[src/rtl/hex_scroll_ctrl.sv]
// Two-digit scrolling hex display controller.
// Shows a sliding HEX1/HEX0 window over a loaded nibble buffer for LOOPS revolutions.
module hex_scroll_ctrl #(
    parameter int DIV   = 50000000,
    parameter int NDIG  = 4,
    parameter int LOOPS = 2
) (
    input  logic                    CLOCK_50,
    input  logic                    RST,
    input  logic                    LOAD,
    input  logic [4*NDIG-1:0]       DATA,
    input  logic                    PAUSE,
    output logic                    READY,
    output logic                    DONE,
    output logic [$clog2(NDIG)-1:0] POS,
    output logic [0:6]              HEX1,
    output logic [0:6]              HEX0
);
    localparam int PW  = $clog2(NDIG);
    localparam int PRW = $clog2(DIV);
    localparam int LW  = $clog2(LOOPS + 1);
    localparam logic [0:6] BLANK = 7'b1111111;

    typedef enum logic {IDLE, SHOW} state_t;

    state_t            state_q, state_d;
    logic [4*NDIG-1:0] buf_q, buf_d;
    logic [PW-1:0]     pos_q, pos_d, pos_nx;
    logic [PRW-1:0]    pre_q, pre_d;
    logic [LW-1:0]     loop_q, loop_d;
    logic              done_q, done_d;

    function automatic logic [0:6] seg(input logic [3:0] v);
        unique case (v)
            4'h0: seg = 7'b0000001;
            4'h1: seg = 7'b1001111;
            4'h2: seg = 7'b0010010;
            4'h3: seg = 7'b0000110;
            4'h4: seg = 7'b1001100;
            4'h5: seg = 7'b0100100;
            4'h6: seg = 7'b0100000;
            4'h7: seg = 7'b0001111;
            4'h8: seg = 7'b0000000;
            4'h9: seg = 7'b0000100;
            4'hA: seg = 7'b0001000;
            4'hB: seg = 7'b1100000;
            4'hC: seg = 7'b0110001;
            4'hD: seg = 7'b1000010;
            4'hE: seg = 7'b0110000;
            default: seg = 7'b0111000;
        endcase
    endfunction

    // Nibble 0 sits in the top bits, so shift the wanted one up to the MSBs.
    function automatic logic [3:0] nib(input logic [4*NDIG-1:0] b,
                                       input logic [PW-1:0] i);
        logic [4*NDIG-1:0] sh;
        sh = b << {i, 2'b00};
        return sh[4*NDIG-1 -: 4];
    endfunction

    assign pos_nx = (pos_q == PW'(NDIG - 1)) ? '0 : pos_q + PW'(1);

    always_ff @(posedge CLOCK_50) begin
        if (RST) begin
            state_q <= IDLE;
            buf_q   <= '0;
            pos_q   <= '0;
            pre_q   <= '0;
            loop_q  <= '0;
            done_q  <= 1'b0;
        end else begin
            state_q <= state_d;
            buf_q   <= buf_d;
            pos_q   <= pos_d;
            pre_q   <= pre_d;
            loop_q  <= loop_d;
            done_q  <= done_d;
        end
    end

    always_comb begin
        state_d = state_q;
        buf_d   = buf_q;
        pos_d   = pos_q;
        pre_d   = pre_q;
        loop_d  = loop_q;
        done_d  = 1'b0;
        unique case (state_q)
            IDLE: begin
                if (LOAD) begin
                    buf_d   = DATA;
                    pos_d   = '0;
                    pre_d   = '0;
                    loop_d  = '0;
                    state_d = SHOW;
                end
            end
            SHOW: begin
                if (!PAUSE) begin
                    if (pre_q == PRW'(DIV - 1)) begin
                        pre_d = '0;
                        pos_d = pos_nx;
                        if (pos_q == PW'(NDIG - 1)) begin
                            if (loop_q == LW'(LOOPS - 1)) begin
                                state_d = IDLE;
                                pos_d   = '0;
                                loop_d  = '0;
                                done_d  = 1'b1;
                            end else begin
                                loop_d = loop_q + LW'(1);
                            end
                        end
                    end else begin
                        pre_d = pre_q + PRW'(1);
                    end
                end
            end
            default: state_d = IDLE;
        endcase
    end

    assign READY = (state_q == IDLE);
    assign DONE  = done_q;
    assign POS   = pos_q;
    assign HEX1  = READY ? BLANK : seg(nib(buf_q, pos_q));
    assign HEX0  = READY ? BLANK : seg(nib(buf_q, pos_nx));

endmodule

[config.mk]
export PLATFORM = sky130hd
export DESIGN_NAME = hex_scroll_ctrl
export DESIGN_NICKNAME = d
export VERILOG_FILES = /design/src/rtl/hex_scroll_ctrl.sv
export SDC_FILE = /design/constraint.sdc
export NUM_CORES = 1
export LEC_CHECK = 0
export CORE_UTILIZATION = 42
export DETAILED_ROUTE_END_ITERATION = 6
export MAX_ROUTING_LAYER = met4
export PLACE_DENSITY = 0.71
export SLEW_MARGIN = 30
export SYNTH_ARGS = -nofsm -noshare
export SYNTH_HDL_FRONTEND = slang
export SYNTH_SLANG_ARGS = --single-unit
[constraint.sdc]
create_clock -name CLOCK_50 -period 3.55 [get_ports CLOCK_50]
set_input_delay 0.71 -clock CLOCK_50 [delete_from_list [all_inputs] [get_ports CLOCK_50]]
set_output_delay 0.71 -clock CLOCK_50 [all_outputs]
set_load 0.1 [all_outputs]
== Yosys cells after proc, flatten, opt, wreduce, memory -nomap -nowiden ==
Memories as Yosys holds them, arrays and structs flattened.
Cells that the tools add are included.
Word-level totals
  bits in read-only memories: 224
  flip-flop bits (word level): 48
  memories kept: 2
Memory list
  (name not given): depth 16, bits a word 7, rd ports 1, clocked after Yosys merged registers in 0, write ports 0, RTL line 34  | unique case (v)
  (name not given): depth 16, bits a word 7, rd ports 1, clocked after Yosys merged registers in 0, write ports 0, RTL line 34
Cells by class
  reduce and logical (&&, ||, !) cells: 5
  bitwise gates (word level): 3
  shifts and indexed selects: 2
  mux-type cells: 25
  equal/unequal tests: 7
  add/subtract/negate cells: 3
Operator list (number)
  2-to-1 mux 26 bit: 3
  case mux 26 bit (2 select lines): 1
  left shift 16 x 4 -> 16 bit: 2
  adder 26 x 1 -> 26 bit, second input constant: 1
  == test 26 bit, second input constant: 1
  2-to-1 mux 2 bit: 10
  2-to-1 mux 7 bit: 2
  case mux 2 bit (2 select lines): 2
  2-to-1 mux 1 bit: 6
  OR reduction 5 bit: 1
  adder 2 x 1 -> 2 bit, second input constant: 2
  != test 2 x 1 -> 1 bit, second input constant: 2
  != test 2 bit, second input constant: 2
  AND reduction 2 bit: 2
  AND reduction 4 bit: 1
  inverter 1 bit: 3
  AND reduction 3 bit: 1
  == test 2 x 1 -> 1 bit, second input constant: 1
  == test 2 bit, second input constant: 1
  case mux 1 bit (2 select lines): 1

== Depth between registers and ports, before layout ==
  depth in word-level cells: 7
  mapped depth: 8

== Worst setup path after synthesis ==
Ideal clock, no wire load.
  path type: flip-flop to output port
  from: reg pos_q[0], in the netlist POS[0]
  to: out HEX0[2] in the netlist's numbering
  path buffers: 1
  stages on the path, launching flop included: 8
  setup slack: -3243 ps
  arrival: 6083 ps
  cells stage by stage: dfxtp_1 > ha_1 > clkbuf_1 > mux4_2 > inv_1 > ha_1 > inv_1 > o311ai_0
Between the ends
  longest elaborated chain between the ends: 5
RTL lines
  start: declaration: RTL line 28  | logic [PW-1:0] pos_q, pos_d, pos_nx;
  start signal: assignment: RTL line 75  | pos_q <= pos_d;
  adder 2 x 1 -> 2 bit / == test 2 bit (equally long branches): RTL line 62  | assign pos_nx = (pos_q == PW'(NDIG - 1)) ? '0 : pos_q + PW'(1);
  2-to-1 mux 2 bit (*): RTL line 62
  left shift 16 x 4 -> 16 bit (*): RTL line 58  | sh = b << {i, 2'b00};
  memory read (16 x 7 bit) (*)
  2-to-1 mux 7 bit (*): RTL line 127  | assign HEX0 = READY ? BLANK : seg(nib(buf_q, pos_nx));
  end: declaration: RTL line 17  | output logic [0:6] HEX0
Every way passes the cells marked *; elsewhere a longest branch is shown, timed or not.

== Worst setup path after layout ==
  from: reg pos_q[1], in the netlist POS[1]
  to: out HEX0[0] in the netlist's numbering
The elaborated chain is that of the path after synthesis.

==> flow_metrics.py <==
metrics = {
    "detailed_routing": {
        "antenna_left": 0,
        "drt_iter0_drc": 53,
        "wire_per_inst_um": 14.04,
        "drt_wl_total_mm": 6.303,
        "viasPerCell": 5.546,
        "dr.pass1.iters": 6,
        "drc_errors": 3,
        "dr_total_vias": 2490,
    },
    "placement": {
        "dp_cells": 441,
        "gp_congestion": 0.8185,
        "io_buffers": 37,
        "dpl.hpwl_mm": 4.657,
    },
    "cts": {
        "numCtsBuffers": 5,
        "cts_tree": "built",
        "postCtsHoldBufs": 0,
        "clk_latency_ns": 0.30,
        "cts_htree_levels": 2,
        "clkSinkCount": 48,
        "clk_transition_reported_paths_ns": 0.08,
        "root_buffer": "clkbuf_8",
        "cts.path.max_buffers": 2,
    },
    "synthesis": {
        "yosys.area_share.simple_pct": 27.42,
        "synth_area_um2": 2851,
        "synth.area.mux_share_pct": 10.00,
        "synthXorXnorAreaFrac_pct": 6.143,
        "synth-adder-area-share_pct": 6.143,
        "synth_top_family_by_area": "simple AND/OR/NAND/NOR gates",
        "netlist_instances": 335,
        "ys_seq_area_share_pct": 33.70,
        "synth_cell_type_count": 47,
        "yosysWarnings": 0,
        "ys_seq_elements": 48,
        "synth_compound_area_share_pct": 12.37,
        "syn_nets": 369,
        "synth_area_per_cell_um2": 8.512,
    },
    "power": {
        "p_seq_share_pct": 45.6,
        "irDropWorstVdd_v": 0.0002646,
        "p_sw_w": 0.0003917,
        "power_density_nw_per_um2": 339.8,
        "internal_power_w": 0.0008345,
        "pwr-share-clk_pct": 28.6,
        "switching_share_pct": 31.95,
        "pwr-share-comb_pct": 25.8,
        "p_leak_nw": 1.285,
        "power.total_w": 0.001226,
    },
    "worst_setup_path": {
        "reg2reg_depth": 5,
        "critPathTopFamily": "multiplexers",
        "crit_slowest_cell": "mux4_2",
        "crit_path_start_kind": "flop",
        "end_kind": "output pin",
        "required_ns": 2.84,
        "criticalPathCategory": "reg -> out",
        "crit_arrival_ns": 2.72,
        "cp_max_fo": 7,
        "cpPeakStageDelay_ns": 0.59,
        "crit_buf_inv": 2,
        "r2r_setup_slack_ns": 1.11,
        "timing.rr.end": "pre_q[8]",
        "cpMostUsedCell": "ha_4",
        "reg2reg_from": "pre_q[9]",
        "crit_chain": "ha_4, mux4_2, ha_4, nor2b_2, a2111oi_1, buf_4, a31oi_4, buf_12",
    },
    "sta": {
        "setup_viol": 0,
        "slew_violations": 0,
        "final.period_utilization_pct": 96.72,
        "skew_ns": 0.003515,
        "fmax_ghz": 0.2912,
        "fin_crit_ns": 3.434,
        "rsz0062_at_grt": "false",
        "hold_violations": 0,
        "holdWs_ns": 0.4753,
        "max-slew-margin-rel_pct": 35.05,
        "tightest_slew_ns": 0.9711,
    },
    "min_path": {
        "min-delay-start": "buf_q[7]",
        "whs_path_depth": 2,
        "whs_endpoint": "buf_q[7]",
        "hp-class": "reg -> reg",
    },
    "final_layout": {
        "drive_gt1_share_pct": 18.82,
        "area_growth_pct": 26.55,
        "final_cell_count_no_fill": 449,
        "num_antenna_cells": 0,
        "utilization_pct": 55.87,
        "nets": 406,
        "nFillCells": 581,
    },
    "die": {
        "fp.coreArea_um2": 6459,
        "die-height_um": 84.40,
        "initial_utilization_pct": 44.15,
        "die_x_um": 84.40,
        "dieArea_um2": 7123,
        "pin_count": 38,
        "rows": 29,
    },
    "outcome": {
        "violations": "DRC",
        "status": "complete, but fails checks",
    },
    "grt": {
        "grt_max_degree": 28,
        "gr-usage-met2_pct": 29.96,
        "grtUsageMet3_pct": 2.950,
        "grt_pass1_vias": 2295,
        "grt_use_total_pct": 19.40,
        "grt_busiest_layer": "met2",
        "gr-usage-met1_pct": 25.94,
        "grt-ovfl-total": 0,
        "grt_pass1_wl_mm": 10.84,
        "antenna_found_initial": 0,
    },
    "run": {
        "drv_cap": 0,
    },
}
## power groups by stage
stage	sequential (W)	combinational, W	clock (W)
after floorplan	0.000567	0.000224	0
after global placement	0.000572	0.000312	0
after detailed placement	0.000572	0.000315	0
after CTS	0.000559	0.000316	0.000358
after global routing	0.000561	0.000336	0.000381
final	0.000559	0.000316	0.000350
## worst max path at each step
stage,from,cells after the start,slack [ns],to
after detailed placement,POS[1],10,0.22,HEX0[0]
after global routing,POS[1],10,0.002,HEX0[0]
final,POS[1],8,0.12,HEX0[0]
after CTS,POS[1],10,0.01,HEX0[0]
after floorplan,POS[1],7,-0.36,HEX1[0]
after global placement,POS[1],10,0.32,HEX0[0]
## what timing repair did
item | CTS | global route
gates resized for setup | 2 | 2
setup buffers | 0 | 1
endpoints found under the setup margin | 1 | 1
## synth_stat cells, drive strengths merged
master	instances	share of area, %
a21oi	28	4.9
a2111oi	1	0.31
or4	3	0.92
o311ai	2	0.61
a22oi	1	0.26
nand3	19	3.3
ha	14	6.1
or4bb	1	0.39
o211ai	3	0.79
a31oi	6	1.3
xnor2	4	1.2
and4bb	1	0.44
clkbuf	13	1.7
mux2i	6	2.1
or3	4	0.88
nand2b	5	1.1
nor2	31	4.3
nand4	9	2.0
nand2	49	6.5
nand3b	4	1.1
buf	4	1.1
o21ai	8	1.4
o21bai	1	0.26
a211o	1	0.31
o211a	1	0.35
inv	11	1.4
mux2	2	0.79
and3	4	0.88
dfxtp	48	34
nor2b	6	1.3
xor2	16	4.9
nand4b	1	0.31
mux4	9	7.1
and4	1	0.31
nor4	3	1.4
o21a	2	0.53
a211oi	3	0.79
nor3	5	0.88
a21o	2	0.53
nor4b	2	1.1
or2b	1	0.31
## state kept, by name, indices dropped and copies added, names as in the netlist
register  flops
POS           2
state_q       1
pre_q        26
DONE          1
buf_q        16
loop_q        2
## logic make-up (layout without fill, tap and decap cells)
logic type | count (synthesis) | in the layout
simple gates | 149 | 149
fa+ha+maj | 14 | 14
mux | 17 | 17
compound gates | 59 | 59
xor+xnor | 20 | 20
buf+inv | 28 | 65
flops | 48 | 48
## layout make-up
class                      instances  area (um^2)  share of cell area (%)
clock buffer                       7        96.34                   2.670
inverter                          11        41.29                   1.144
multi-input combinational        259         1891                   52.39
sequential                        48        968.4                   26.84
tap                               77        96.34                   2.670
timing repair buffer              47        515.5                   14.29
## metal layers
layer  part of all wire, %  up-vias
met2                    45       58
met1                    48     1166
li1                      -     1260
met3                   5.4        6
met4                   1.5        0
met5                     0        -
## through the flow
| stage | TNS, ns | setup slack, ns | cell area [um^2] |
|---|---|---|---|
| finish | 0 | 0.1164 | 3608 |
| global route | 0 | 0.001513 | 3608 |
| CTS | 0 | 0.01237 | 3588 |
| detailed placement | 0 | 0.2169 | 3477 |
| global placement | 0 | 0.3200 | 3477 |
| floorplan | -1.073 | -0.3602 | 2972 |
## worst min-delay path: cells and delay by family, from the launching register on
family / cells / cell delay (ns)
DFF: 1 / 0.33
and+or+nand+nor: 1 / 0.05
AOI/OAI and AO/OA: 1 / 0.05
## layout by cell type (no fill, tap or decap), drive strengths merged, types with 11 or more instances in the layout
| cell | Yosys | routed |
|---|---|---|
| ha | 14 | 14 |
| buf | 4 | 27 |
| clkdlybuf4s50 | 0 | 20 |
| nand3 | 19 | 19 |
| nor2 | 31 | 31 |
| xor2 | 16 | 16 |
| a21oi | 28 | 28 |
| dfxtp | 48 | 48 |
| nand2 | 49 | 49 |
| inv | 11 | 11 |
Power figures use the tool's default switching activity.
